## config.mk

```make
export PLATFORM = sky130hd
export DESIGN_NAME = fifo_rd_packer
export DESIGN_NICKNAME = d
export VERILOG_FILES = /design/src/rtl/fifo_pkg.sv /design/src/rtl/fifo_out_reg.sv /design/src/rtl/fifo_rd_packer.sv
export SDC_FILE = /design/constraint.sdc
export NUM_CORES = 1
export LEC_CHECK = 0
export ABC_CLOCK_PERIOD_IN_PS = 3100
export BUFFER_PORTS_ARGS = -buffer_cell sky130_fd_sc_hd__clkbuf_2
export CORE_AREA = 5 5 82 84
export CTS_CLUSTER_SIZE = 12
export DETAILED_ROUTE_END_ITERATION = 16
export DIE_AREA = 0 0 87 89
export GPL_TIMING_DRIVEN = 1
export PLACE_DENSITY_LB_ADDON = 0.08
export SYNTH_ARGS = -nofsm -noshare
export SYNTH_HDL_FRONTEND = slang
export SYNTH_SLANG_ARGS = --single-unit
```

## constraint.sdc

```tcl
create_clock -name rclk -period 3.1 [get_ports rclk]
set_clock_uncertainty 0.15 [all_clocks]
set_input_delay 0.465 -clock rclk [delete_from_list [all_inputs] [get_ports rclk]]
set_output_delay 0.465 -clock rclk [all_outputs]
set_load 0.005 [all_outputs]
```

## src/rtl/fifo_pkg.sv

```systemverilog
// Shared definitions for the FIFO read-side packer: defaults, lane limits,
// lane state encoding and small width/mask helpers.
package fifo_pkg;

    localparam int unsigned DSIZE_DEF = 8;
    localparam int unsigned LANES_MIN = 2;
    localparam int unsigned LANES_MAX = 8;
    localparam int unsigned CNT_MAX_W = $clog2(LANES_MAX + 1);

    typedef enum logic [1:0] {
        StEmpty,
        StPartial,
        StFull
    } lane_state_e;

    // A zero-width timer is not representable, so a disabled timeout still gets one bit.
    function automatic int unsigned timer_width(input int unsigned tmo);
        return (tmo < 1) ? 1 : $clog2(tmo + 1);
    endfunction

    function automatic logic [LANES_MAX-1:0] keep_mask(input logic [CNT_MAX_W-1:0] cnt);
        logic [LANES_MAX-1:0] m;
        m = '0;
        for (int i = 0; i < LANES_MAX; i++) begin
            m[i] = (CNT_MAX_W'(i) < cnt);
        end
        return m;
    endfunction

endpackage

```

## src/rtl/fifo_out_reg.sv

```systemverilog
// Valid/ready output holding register: loads a word, holds it under
// backpressure and drops valid once accepted.
module fifo_out_reg #(
    parameter int unsigned DW = 32,
    parameter int unsigned KW = 4
) (
    input  logic          clk,
    input  logic          rst,
    input  logic          load,
    input  logic [DW-1:0] load_data,
    input  logic [KW-1:0] load_keep,
    input  logic          ready,
    output logic          valid,
    output logic [DW-1:0] data,
    output logic [KW-1:0] keep
);

    always_ff @(posedge clk or posedge rst) begin
        if (rst) begin
            valid <= 1'b0;
            data  <= '0;
            keep  <= '0;
        end else if (load) begin
            valid <= 1'b1;
            data  <= load_data;
            keep  <= load_keep;
        end else if (valid && ready) begin
            valid <= 1'b0;
        end
    end

endmodule

```

## src/rtl/fifo_rd_packer.sv

```systemverilog
// Read-domain packer: pops FIFO entries into a LANES-wide accumulator and
// emits full words, or partial words on flush or idle timeout.
module fifo_rd_packer
    import fifo_pkg::*;
#(
    parameter int unsigned DSIZE = DSIZE_DEF,
    parameter int unsigned LANES = 4,
    parameter int unsigned TMO   = 16
) (
    input  logic                   rclk,
    input  logic                   rrst,
    input  logic                   rempty,
    input  logic [DSIZE-1:0]       rdata,
    output logic                   rinc,
    input  logic                   flush,
    output logic [DSIZE*LANES-1:0] m_data,
    output logic [LANES-1:0]       m_keep,
    output logic                   m_valid,
    input  logic                   m_ready
);

    localparam int unsigned CW = $clog2(LANES + 1);
    localparam int unsigned TW = timer_width(TMO);
    localparam logic [CW-1:0] LANES_C = CW'(LANES);
    localparam logic [TW-1:0] TMO_C   = TW'(TMO);

    if ((LANES < LANES_MIN) || (LANES > LANES_MAX)) begin : g_bad_lanes
        $error("fifo_rd_packer: LANES out of range");
    end

    logic [LANES-1:0][DSIZE-1:0] acc_q, acc_d;
    logic [CW-1:0]               cnt_q, cnt_d;
    logic [TW-1:0]               timer_q, timer_d;

    lane_state_e          state;
    logic                 slot_free;
    logic                 tmo_hit;
    logic                 req;
    logic                 load;
    logic [LANES_MAX-1:0] keep_full;
    logic [LANES-1:0]     load_keep;
    logic                 unused_keep;

    always_comb begin
        if (cnt_q == '0) begin
            state = StEmpty;
        end else if (cnt_q == LANES_C) begin
            state = StFull;
        end else begin
            state = StPartial;
        end
    end

    assign slot_free = !m_valid || m_ready;
    assign tmo_hit   = (TMO != 0) && (timer_q == TMO_C);
    assign req       = (state == StFull) || ((state == StPartial) && (flush || tmo_hit));
    assign load      = req && slot_free;
    // A full accumulator may still pop when it is being unloaded this same cycle.
    assign rinc      = !rempty && ((state != StFull) || load);

    assign keep_full   = keep_mask(CNT_MAX_W'(cnt_q));
    assign load_keep   = keep_full[LANES-1:0];
    assign unused_keep = ^keep_full;

    always_comb begin
        acc_d = acc_q;
        cnt_d = cnt_q;
        if (load) begin
            // Clearing on unload keeps unused lanes of later partial words at zero.
            acc_d = '0;
            cnt_d = '0;
            if (rinc) begin
                acc_d[0] = rdata;
                cnt_d    = CW'(1);
            end
        end else if (rinc) begin
            for (int i = 0; i < LANES; i++) begin
                if (cnt_q == CW'(i)) begin
                    acc_d[i] = rdata;
                end
            end
            cnt_d = cnt_q + CW'(1);
        end
    end

    always_comb begin
        timer_d = timer_q;
        if (rinc || load || (state == StEmpty)) begin
            timer_d = '0;
        end else if ((state == StPartial) && (timer_q != TMO_C)) begin
            timer_d = timer_q + TW'(1);
        end
    end

    always_ff @(posedge rclk or posedge rrst) begin
        if (rrst) begin
            acc_q   <= '0;
            cnt_q   <= '0;
            timer_q <= '0;
        end else begin
            acc_q   <= acc_d;
            cnt_q   <= cnt_d;
            timer_q <= timer_d;
        end
    end

    fifo_out_reg #(
        .DW(DSIZE * LANES),
        .KW(LANES)
    ) u_out_reg (
        .clk       (rclk),
        .rst       (rrst),
        .load      (load),
        .load_data (acc_q),
        .load_keep (load_keep),
        .ready     (m_ready),
        .valid     (m_valid),
        .data      (m_data),
        .keep      (m_keep)
    );

endmodule

```

* Word-level counts from Yosys, hierarchy flattened
Index checks and enable logic that the tools add are counted.
Cells by class: $lt $le $gt $ge 4, multiplexer cells 16, equal/unequal tests 9, add/subtract/negate cells 2, reductions and logical operators 26
Operators with widths (number):
- $mux W32 | 2
- $mux W8 | 5
- $reduce_bool A2 Y1 | 7
- $mux W5 | 2
- $reduce_and A2 Y1 | 4
- $eq A3 B2 Y1 const B | 2
- $logic_or A1 B1 Y1 | 6
- $lt A1 B3 Y1 const A | 2
- $lt A2 B3 Y1 const A | 2
- $mux W3 | 2
- $add A5 B1 Y5 const B | 1
- $eq A5 B5 Y1 const B | 1
- $logic_and A1 B1 Y1 | 5
- $ne A5 B5 Y1 const B | 1
- $mux W2 | 2
- $add A3 B1 Y3 const B | 1
- $eq A3 B1 Y1 const B | 1
- $eq A3 B3 Y1 const B | 1
- $logic_not A3 Y1 | 1
- $mux W1 | 3
- $eq A2 B1 Y1 const B | 1
- $eq A2 B2 Y1 const B | 1
- $logic_not A1 Y1 | 2
- $logic_not A2 Y1 | 1
- $ne A2 B2 Y1 const B | 1
Word-level totals: output and inout port bits 38, bits in registers 77, word-level logic and storage cells 66

* Longest topological paths before layout
Gate-level depths: netlist (run 1).
depth in word-level cells 12, mapped depth 7, mapped depth without buffers 6

* Hierarchy
From an unflattened synthesis (run 1), not the netlist that was laid out.
Unflattened totals: cell total of the unflattened synthesis 262, area, all modules 3432.0 µm²
Modules (own cells, without submodules):
- fifo_rd_packer | area each 1905.6 µm², instances 1, seq. area each 1001.0 µm², cells each 182
- fifo_out_reg | area each 1526.5 µm², instances 1, seq. area each 925.9 µm², cells each 80

* Worst setup path after synthesis (run 1)
OpenSTA, ideal clock, no wires.
path type reg-to-reg, from register cnt_q[1], to register u_out_reg.data[18], arrival time 1.847 ns, path slack 0.978 ns, required time 2.825 ns, period minus slack after synthesis 2.122 ns, library setup time 0.125 ns, stages on the path, launching flop included 7, cells stage by stage dfrtp_1 inv_1 ha_1 nor2b_1 a211oi_4 buf_6 mux2_2
Between the ends: word-level cells in the longest chain between the ends 7, elaborated cells between the ends (all ways) 9
RTL lines:
- start: declaration | line fifo_rd_packer.sv:32 | logic [CW-1:0] cnt_q, cnt_d;
- start signal: assignment | line fifo_rd_packer.sv:102 | cnt_q <= cnt_d;
- $eq A3 B3 Y1 | line fifo_rd_packer.sv:47 | end else if (cnt_q == LANES_C) begin
- $mux W2 | line fifo_rd_packer.sv:47
- $mux W2 * | line fifo_rd_packer.sv:45 | if (cnt_q == '0) begin
- $eq A2 B1 Y1 | line fifo_rd_packer.sv:56 | assign req = (state == StFull) || ((state == StPartial) && (flush || tmo_hit));
- $logic_and A1 B1 Y1 | line fifo_rd_packer.sv:56
- $logic_or A1 B1 Y1 * | line fifo_rd_packer.sv:56
- $logic_and A1 B1 Y1 * | line fifo_rd_packer.sv:57 | assign load = req && slot_free;
- end signal: assignment | line fifo_out_reg.sv:25 | data <= load_data;
- end: declaration | line fifo_out_reg.sv:14 | output logic [DW-1:0] data,
Mark *: on every way between the ends. The rest lies on a longest branch, timed or not. A chain may end at the register's enable or synchronous reset.

* Worst setup path in the final report (run 1)
from register cnt_q[1], to register u_out_reg.data[5]
Same word-level chain as after synthesis.

==> results of run 1 <==
==> worst register-to-register path: cells and delay by family, from the launching register on <==
kind            cells  cell delay (ns)
mux                 1             0.41
compound gates      1             0.31
fa+ha+maj           1             0.43
buf+inv             2             0.47
simple gates        1             0.18
flops               1             0.44
==> sequential cells by signal (all words and copies together), names as in the netlist <==
name / cells
u_out_reg.keep: 4
cnt_q: 3
u_out_reg.valid: 1
u_out_reg.data: 32
acc_q: 32
timer_q: 5
==> power by group through the flow <==
stage | clock network [mW] | logic (mW) | registers (mW)
after floorplan | 0 | 0.961 | 1.60
after global placement | 0 | 1.29 | 1.64
after detailed placement | 0 | 1.32 | 1.65
after CTS | 0.851 | 1.33 | 1.63
after global routing | 0.909 | 1.45 | 1.68
final | 0.835 | 1.30 | 1.63
==> cell families (layout without fill, tap and decap cells) <==
logic type / Yosys count / after routing
flops: 77 / 77
xor+xnor: 2 / 2
mux: 42 / 42
buf+inv: 16 / 75
simple gates: 75 / 75
fa+ha+maj: 5 / 5
compound gates: 47 / 47
==> synth_stat cells (all sizes together), types with 2 or more instances <==
library cell and count:
nand2b 3, mux2i 9, ha 5, dfrtp 77, a21oi 27, a22o 9
nand2 38, nor2 20, buf 7, nor3 2, inv 6, nor2b 6
o21ai 4, mux2 33, clkbuf 3, a31oi 2
==> layout make-up <==
cell class,instances,area (um2),share of cell area [%]
clock buffer,11,141,3.75
sequential,77,1930,51.1
tap,75,93.8,2.49
clock inverter,5,83.8,2.22
inverter,6,22.5,0.597
multi-input combinational,171,1200,31.9
timing repair buffer,53,298,7.90
==> path summary, 6_finish.rpt <==
check / end / slack [ns]
worst max-delay path: u_out_reg.data[5] / 0.58
worst min-delay path: u_out_reg.keep[0] / 0.04
worst max register to register: u_out_reg.data[5] / 0.58
worst min register to register: u_out_reg.data[23] / 0.34
max in group asynchronous: u_out_reg.data[25] / 2.09
min in group rclk: acc_q[11] / 0.26
==> through the flow <==
step / total power, mW / cell area (um2) / instances
CTS: 3.81 / 3770 / 398
global placement: 2.93 / 3540 / 382
detailed placement: 2.97 / 3540 / 382
global route: 4.04 / 3770 / 398
floorplan: 2.56 / 3220 / 264
finish: 3.76 / 3770 / 398
==> routing by layer <==
| metal | global-route usage, % | share of wire (%) |
|---|---|---|
| met1 | 25.6 | 49 |
| met2 | 25.2 | 45 |
| met3 | 3.50 | 5.0 |
| met4 | 8.07 | 1.2 |
| met5 | 0 | 0 |
==> layout by cell type (no fill, tap or decap), types with 2 or more instances in the layout <==
cell type,n
a22o_1,9
buf_12,2
clkinvlp_4,2
nand2b_1,3
clkbuf_2,50
bufinv_16,2
ha_1,5
clkbuf_8,10
o21ai_0,3
nor2_1,20
inv_1,5
mux2_2,31
nand2_1,38
nor2b_1,6
a21oi_1,27
mux2_1,2
mux2i_1,9
dfrtp_1,77
a31oi_1,2
==> out/results.ini, run 1 <==
[synth]
yosys_most_used_dff = dfrtp_1
synth-edff-count = 0
synth_xor_area_share_pct = 0.543
synth-compound-area-share_pct = 9.35
synth_top_cell_by_area = dfrtp_1
synth_mux_area_share_pct = 14.3
synth_fa_ha_area_share_pct = 1.94
synth_warnings = 0
yosys.area_share.simple_pct = 11.2
synthArstFlopShare_pct = 100
synth_seq_cells = 77
synth_cells = 264
ys_seq_area_share_pct = 59.8
synth_area_mm2 = 0.00322
synth_top_area_share_pct = 59.8
synth_top_family_by_area = multiplexers
synth_area_leaders = dfrtp_1, mux2_2, nand2_1
synth_nets = 282
synth_area_per_cell_um2 = 12.2
ys_types = 34

[setup_path]
critical_path_class = reg2reg
reg2reg_depth = 6
slowest_stage = dfrtp_1
crit_required_ns = 3.17
crit_buf_inv = 2
critPathCaptureType = register
r2r-start = cnt_q[1]
worst-path-stages = 6
startpoint_type = register
setup.worst_path.start = cnt_q[1]
cp_data_arrival_time_ns = 2.59
crit_fanout = 62
slowest_delay_ns = 0.44
crit_chain = inv_1 -> ha_1 -> nor2_1 -> a211oi_4 -> buf_12 -> mux2_2
critical_path.top_delay_family = buffers and inverters

[power]
intPower_mw = 2.51
pwr-share-seq_pct = 43.2
power_density_mw_per_mm2 = 998
clkPwrFrac_pct = 22.2
switchingPower_mw = 1.25
switching_share_pct = 33.3
p_leak_nw = 1.85
ir_worst_vdd_uv = 510
combPwrFrac_pct = 34.6

[clock_tree]
htreeDepth = 3
cts_buffers = 9
cts_tree = yes
clk_latency_ns = 0.34
clk_pin_slew_ns = 0.08
hold_buffers = 0
cts_resized = 0
post_cts_buffers = 0
cts_buffer_depth = 2
root_buffer = clkbuf_8
cts_sinks = 77

[min_path]
hold_class = in2async

[detailed_routing]
num_vias = 2116
drcViolationCount = 0
dr.pass1.iters = 4
drt_iter0_markers = 129
antenna_left = 0
finalWirelength_mm = 6.07
via_per_inst = 5.32
wl_per_cell_um = 15.2

[global_route]
grt_usage_pct = 17.5
grt_pass1_vias = 2088
grt_remaining_overflow = 0
grt_pass1_wl_mm = 10.4
antenna_found_initial = 0
grt_max_degree = 63

[timing]
period_needed_ns = 2.52
worst_slew_pin_slew_ns = 0.647
finalHoldViolCount = 0
max_slew_margin_pct = 56.8
fin_ws_ns = 0.583
min_period_over_period_pct = 81.2
fin_hold_ws_ns = 0.0407
rsz0062_at_grt = no
tns_ns = 0
setup_viol = 0
drv_slew = 0
fmax_mhz = 397

[finish]
drive_above_1_share_pct = 32.5
final_nets = 336
utilization_pct = 64.4
antennaDiodeCount = 0
syn_to_final_growth_pct = 16.9
n_fill_cell = 470

[placement]
place_ws_ns = 0.574
dpl.hpwl_mm = 4.18
io_buffers = 50
gp_congestion = 0.827

[die]
coreArea_mm2 = 0.00585
die_x_um = 87
initial_core_util_pct = 55.1
dieHeight_um = 89
dieArea_mm2 = 0.00774
fp-row-count = 28
ios = 51

[job]
drv_cap = 0

[run_status]
status = complete, no violations

Note: power is estimated with default switching activity, not from simulation.
==> run 2, diff against run 1 <==
--- a/config.mk
+++ b/config.mk
@@ -5,7 +5,7 @@
 export SDC_FILE = /design/constraint.sdc
 export NUM_CORES = 1
 export LEC_CHECK = 0
-export ABC_CLOCK_PERIOD_IN_PS = 3100
+export ABC_CLOCK_PERIOD_IN_PS = 2600
 export BUFFER_PORTS_ARGS = -buffer_cell sky130_fd_sc_hd__clkbuf_2
 export CORE_AREA = 5 5 82 84
 export CTS_CLUSTER_SIZE = 12
==> constraint.sdc (replaced) <==
create_clock -name rclk -period 2.6 [get_ports rclk]
set_clock_uncertainty 0.15 [all_clocks]
set_input_delay 0.39 -clock rclk [delete_from_list [all_inputs] [get_ports rclk]]
set_output_delay 0.39 -clock rclk [all_outputs]
set_load 0.005 [all_outputs]
==> out/results.ini, run 2 (synthesis gave the netlist of run 1 again) <==
[global_route]
grt_pass1_vias = 2122  ; was 2088
grt_usage_pct = 17.8  ; was 17.5%
grt_max_degree = 51  ; was 63
grt_remaining_overflow = 0  ; unchanged
antenna_found_initial = 0  ; unchanged
grt_pass1_wl_mm = 10.4  ; about the same

[timing]
finalHoldViolCount = 0  ; unchanged
min_period_over_period_pct = 90.9  ; was 81.2%
worst_slew_pin_slew_ns = 0.597  ; was 0.647 ns
period_needed_ns = 2.36  ; was 2.52 ns
tns_ns = 0  ; unchanged
rsz0062_at_grt = no  ; unchanged
max_slew_margin_pct = 60.1  ; was 56.8%
setup_viol = 0  ; unchanged
fmax_mhz = 423  ; was 397 MHz
drv_slew = 0  ; unchanged

[setup_path]
crit_chain = inv_1 -> ha_1 -> nor2_1 -> a21oi_1 -> buf_4 -> o21ai_1 -> a22o_1  ; was inv_1 -> ha_1 -> nor2_1 -> a211oi_4 -> buf_12 -> mux2_2
slowest_delay_ns = 0.45  ; was 0.44 ns
critPathCaptureType = register  ; unchanged
crit_fanout = 8  ; was 62
critical_path.top_delay_family = compound AO/OA/AOI/OAI gates  ; was buffers and inverters
slowest_stage = dfrtp_1  ; unchanged
cp_data_arrival_time_ns = 2.49  ; was 2.59 ns
startpoint_type = register  ; unchanged
critical_path_class = reg2reg  ; unchanged
crit_required_ns = 2.73  ; was 3.17 ns
crit_buf_inv = 2  ; unchanged

[power]
intPower_mw = 3.06  ; was 2.51 mW
switchingPower_mw = 1.51  ; was 1.25 mW
switching_share_pct = 33.1  ; was 33.3%
combPwrFrac_pct = 35.7  ; was 34.6%
power_density_mw_per_mm2 = 1200  ; was 998 mW/mm2
ir_worst_vdd_uv = 666  ; was 510 uV
p_leak_nw = 1.89  ; was 1.85 nW
clkPwrFrac_pct = 22.5  ; was 22.2%
pwr-share-seq_pct = 41.7  ; was 43.2%

[die]
die_x_um = 87  ; unchanged
initial_core_util_pct = 55.1  ; unchanged
dieHeight_um = 89  ; unchanged
ios = 51  ; unchanged
dieArea_mm2 = 0.00774  ; unchanged
coreArea_mm2 = 0.00585  ; unchanged
fp-row-count = 28  ; unchanged

[clock_tree]
htreeDepth = 3  ; unchanged
cts_sinks = 77  ; unchanged
cts_tree = yes  ; unchanged
post_cts_buffers = 0  ; unchanged
clk_pin_slew_ns = 0.08  ; about the same
cts_buffer_depth = 2  ; unchanged
clk_latency_ns = 0.34  ; about the same
root_buffer = clkbuf_8  ; unchanged
cts_buffers = 9  ; unchanged
cts_resized = 0  ; unchanged

[placement]
gp_congestion = 0.820  ; was 0.827
dpl.hpwl_mm = 4.32  ; was 4.18 mm
io_buffers = 50  ; unchanged

[detailed_routing]
drcViolationCount = 0  ; unchanged
num_vias = 2133  ; was 2116
wl_per_cell_um = 15.4  ; was 15.2 um
antenna_left = 0  ; unchanged
drt_iter0_markers = 86  ; was 129
dr.pass1.iters = 4  ; unchanged
via_per_inst = 5.27  ; was 5.32
finalWirelength_mm = 6.22  ; was 6.07 mm

[finish]
final_nets = 343  ; was 336
syn_to_final_growth_pct = 18.5  ; was 16.9%
top_regs = acc_q x32, u_out_reg.data x32, timer_q x5  ; unchanged
mostFrequentLayoutCells = dfrtp_1, clkbuf_2, nand2_1, mux2_2, a21oi_1  ; unchanged
utilization_pct = 65.3  ; was 64.4%
drive_above_1_share_pct = 33.9  ; was 32.5%
antennaDiodeCount = 0  ; unchanged
n_fill_cell = 495  ; was 470
final_common_cell = dfrtp_1  ; unchanged

[min_path]
hold_class = in2reg  ; was in2async

[run_status]
status = complete, no violations  ; unchanged

[job]
drv_cap = 0  ; unchanged

run 2: final timing paths:
| check | from | endpoint | slack, ns | depth (start not counted) |
|---|---|---|---|---|
| worst max-delay path | cnt_q[1] | acc_q[3] | 0.24 | 7 |
| worst min-delay path | rdata[0] | acc_q[16] | 0.17 | 3 |
| worst max register to register | cnt_q[1] | acc_q[3] | 0.24 | 7 |
| worst min register to register | acc_q[24] | u_out_reg.data[24] | 0.35 | 1 |
| max in group asynchronous | rrst | timer_q[2] | 1.13 | 4 |
| min in group asynchronous | rrst | acc_q[20] | 0.44 | 3 |
run 2: per-layer routing:
metal / vias up / routed length [um] / global-route usage (%)
li1: 1030 / - / -
met1: 1055 / 3040 / 24.5
met2: 37 / 2800 / 26.6
met3: 11 / 244 / 3.69
met4: 0 / 131 / 9.77
met5: - / 0 / 0
run 2: worst reg2reg max path, cell delays in order (launching register included):
cell,delay (ns)
dfrtp_1,0.45
inv_1,0.14
ha_1,0.30
nor2_1,0.31
a21oi_1,0.12
buf_4,0.16
o21ai_1,0.45
a22o_1,0.22
run 2: power groups by stage:
stage | clock (mW) | sequential, mW | combinational [mW]
5_1_grt | 1.10 | 1.97 | 1.82
4_1_cts | 1.05 | 1.92 | 1.67
3_3_place_gp | 0 | 1.92 | 1.63
3_5_place_dp | 0 | 1.93 | 1.66
2_1_floorplan | 0 | 1.91 | 1.15
6_report | 1.03 | 1.91 | 1.63
run 2: area by class of cell:
cell class	count	area, um2	share of cell area (%)
clock buffer	11	151	3.96
clock inverter	5	82.6	2.16
inverter	6	22.5	0.589
multi-input combinational	171	1200	31.5
sequential	77	1930	50.4
tap	75	93.8	2.46
timing repair buffer	60	340	8.91
run 2: timing repair:
action | CTS | global route
endpoints found under the hold margin | 21 | 0
endpoints found under the setup margin | 0 | 0
hold buffers | 1 | 0
run 2: stage by stage:
| step | instance area [um2] | hold WS, ns | setup WS, ns | total power [mW] | std cells |
|---|---|---|---|---|---|
| 5_1_grt | 3820 | 0.167 | 0.0474 | 4.89 | 405 |
| 6_report | 3820 | 0.172 | 0.238 | 4.57 | 405 |
| 3_5_place_dp | 3580 | 0.261 | 0.246 | 3.60 | 388 |
| 2_1_floorplan | 3220 | 0.311 | 0.0933 | 3.05 | 264 |
| 3_3_place_gp | 3580 | 0.262 | 0.305 | 3.56 | 388 |
| 4_1_cts | 3820 | 0.163 | 0.225 | 4.63 | 405 |
==> run 3, diff against run 2 <==
--- a/config.mk
+++ b/config.mk
@@ -5,7 +5,7 @@
 export SDC_FILE = /design/constraint.sdc
 export NUM_CORES = 1
 export LEC_CHECK = 0
-export ABC_CLOCK_PERIOD_IN_PS = 2600
+export ABC_CLOCK_PERIOD_IN_PS = 2300
 export BUFFER_PORTS_ARGS = -buffer_cell sky130_fd_sc_hd__clkbuf_2
 export CORE_AREA = 5 5 82 84
 export CTS_CLUSTER_SIZE = 12
@@ -16,3 +16,4 @@
 export SYNTH_ARGS = -nofsm -noshare
 export SYNTH_HDL_FRONTEND = slang
 export SYNTH_SLANG_ARGS = --single-unit
+export TNS_END_PERCENT = 50
==> constraint.sdc (replaced) <==
create_clock -name rclk -period 2.3 [get_ports rclk]
set_clock_uncertainty 0.15 [all_clocks]
set_input_delay 0.345 -clock rclk [delete_from_list [all_inputs] [get_ports rclk]]
set_output_delay 0.345 -clock rclk [all_outputs]
set_load 0.005 [all_outputs]
==> out/results.ini, run 3 (synthesis gave the netlist of run 1 again) <==
[detailed_routing]
finalWirelength_mm = 6.27  ; was 6.22 mm
via_per_inst = 5.19  ; was 5.27
drcViolationCount = 0  ; unchanged
antenna_left = 0  ; unchanged
drt_iter0_markers = 150  ; was 86
wl_per_cell_um = 15.3  ; was 15.4 um
dr.pass1.iters = 4  ; unchanged
num_vias = 2124  ; was 2133

[clock_tree]
cts_tree = yes  ; unchanged
cts_buffers = 9  ; unchanged
cts_buffer_depth = 2  ; unchanged
cts_sinks = 77  ; unchanged
htreeDepth = 3  ; unchanged
root_buffer = clkbuf_8  ; unchanged
clk_pin_slew_ns = 0.08  ; about the same
cts_resized = 0  ; unchanged
post_cts_buffers = 0  ; unchanged
clk_latency_ns = 0.33  ; was 0.34 ns

[die]
ios = 51  ; unchanged
dieHeight_um = 89  ; unchanged
die_x_um = 87  ; unchanged
fp-row-count = 28  ; unchanged
dieArea_mm2 = 0.00774  ; unchanged
coreArea_mm2 = 0.00585  ; unchanged
initial_core_util_pct = 55.1  ; unchanged

[timing]
finalHoldViolCount = 0  ; unchanged
fin_hold_ws_ns = 0.137  ; was 0.172 ns
setup_viol = 0  ; unchanged
max_slew_margin_pct = 61.5  ; was 60.1%
min_period_over_period_pct = 91.6  ; was 90.9%
fin_ws_ns = 0.194  ; was 0.238 ns
fmax_mhz = 475  ; was 423 MHz
drv_slew = 0  ; unchanged
worst_slew_pin_slew_ns = 0.574  ; was 0.597 ns
rsz0062_at_grt = no  ; unchanged
tns_ns = 0  ; unchanged
period_needed_ns = 2.11  ; was 2.36 ns

[setup_path]
crit_fanout = 8  ; unchanged
slowest_delay_ns = 0.50  ; was 0.45 ns
startpoint_type = register  ; unchanged
crit_buf_inv = 2  ; unchanged
reg2reg_depth = 7  ; unchanged
worst-path-stages = 7  ; unchanged
r2r-start = cnt_q[0]  ; was cnt_q[1]
setup.worst_path.start = cnt_q[0]  ; was cnt_q[1]
cp_data_arrival_time_ns = 2.22  ; was 2.49 ns
crit_required_ns = 2.42  ; was 2.73 ns
slowest_stage = o21ai_1  ; was dfrtp_1
critical_path_class = reg2reg  ; unchanged
critical_path.top_delay_family = compound AO/OA/AOI/OAI gates  ; unchanged
crit_chain = inv_1 -> ha_1 -> nor2_1 -> buf_4 -> a21oi_1 -> o21ai_1 -> a22o_1  ; was inv_1 -> ha_1 -> nor2_1 -> a21oi_1 -> buf_4 -> o21ai_1 -> a22o_1
critPathCaptureType = register  ; unchanged

[global_route]
grt_remaining_overflow = 0  ; unchanged
antenna_found_initial = 0  ; unchanged
grt_pass1_wl_mm = 10.9  ; was 10.4 mm
grt_max_degree = 46  ; was 51
grt_usage_pct = 18.5  ; was 17.8%
grt_pass1_vias = 2190  ; was 2122

[placement]
io_buffers = 50  ; unchanged
gp_congestion = 0.842  ; was 0.820
place_ws_ns = 0.212  ; was 0.246 ns
dpl.hpwl_mm = 4.43  ; was 4.32 mm
place_inst = 392  ; was 388

[finish]
antennaDiodeCount = 0  ; unchanged
final_common_cell = dfrtp_1  ; unchanged
drive_above_1_share_pct = 34.4  ; was 33.9%
top_regs = acc_q x32, u_out_reg.data x32, timer_q x5  ; unchanged
syn_to_final_growth_pct = 20.1  ; was 18.5%
instances_no_fill = 409  ; was 405
mostFrequentLayoutCells = dfrtp_1, clkbuf_2, nand2_1, mux2_2, a21oi_1  ; unchanged
final_nets = 347  ; was 343

[power]
p_leak_nw = 1.91  ; was 1.89 nW
power_density_mw_per_mm2 = 1360  ; was 1200 mW/mm2
ir_worst_vdd_uv = 626  ; was 666 uV

[run_status]
status = complete, no violations  ; unchanged

[job]
drv_cap = 0  ; unchanged

[min_path]
hold_class = in2reg  ; unchanged
min-delay-start = rdata[6]  ; was rdata[0]
hold_depth = 3  ; unchanged

-- run 3: power by group --
group	switching [mW]	leakage (nW)	internal, mW
clock network	0.482	0.116	0.721
registers	0.284	1.03	1.87
logic	0.952	0.763	0.962
-- run 3: layout make-up --
cell class	count	area, um2
fillers	470	1980
multi-input cells	171	1200
flip-flops and latches	77	1930
clock inverters	6	111
well taps	75	93.8
clock buffers	10	128
repair buffers	64	383
inverters	6	26.3
-- run 3: through the flow --
step                      cell area (um2)  power (mW)  utilization (%)
final                                3870        5.27             66.2
after global routing                 3870        5.67             66.2
after CTS                            3870        5.33             66.2
after detailed placement             3620        4.12             61.9
after global placement               3620        4.07             61.9
after floorplan                      3230        3.45                -
-- run 3: final timing paths --
check / endpoint / slack (ns)
worst max-delay path: acc_q[7] / 0.19
worst min register to register: u_out_reg.data[24] / 0.35
worst max register to register: acc_q[7] / 0.19
min in group asynchronous: u_out_reg.data[15] / 0.44
worst min-delay path: acc_q[22] / 0.14
max in group asynchronous: acc_q[24] / 0.93
-- run 3: metal layers --
| metal | track usage [%] | wire length [um] |
|---|---|---|
| met3 | 3.32 | 315 |
| met4 | 9.07 | 90 |
| met2 | 26.6 | 2810 |
| met1 | 27.1 | 3060 |
| met5 | 0 | 0 |
-- run 3: repair_timing --
item	4_1_cts	5_1_grt
hold buffers	1	0
endpoints found under the hold margin	23	0
endpoints found under the setup margin	0	0
-- run 3: worst min-delay path, stage by stage --
cell      delay, ns
clkbuf_2       0.12
nand2_1        0.06
a21oi_1        0.05
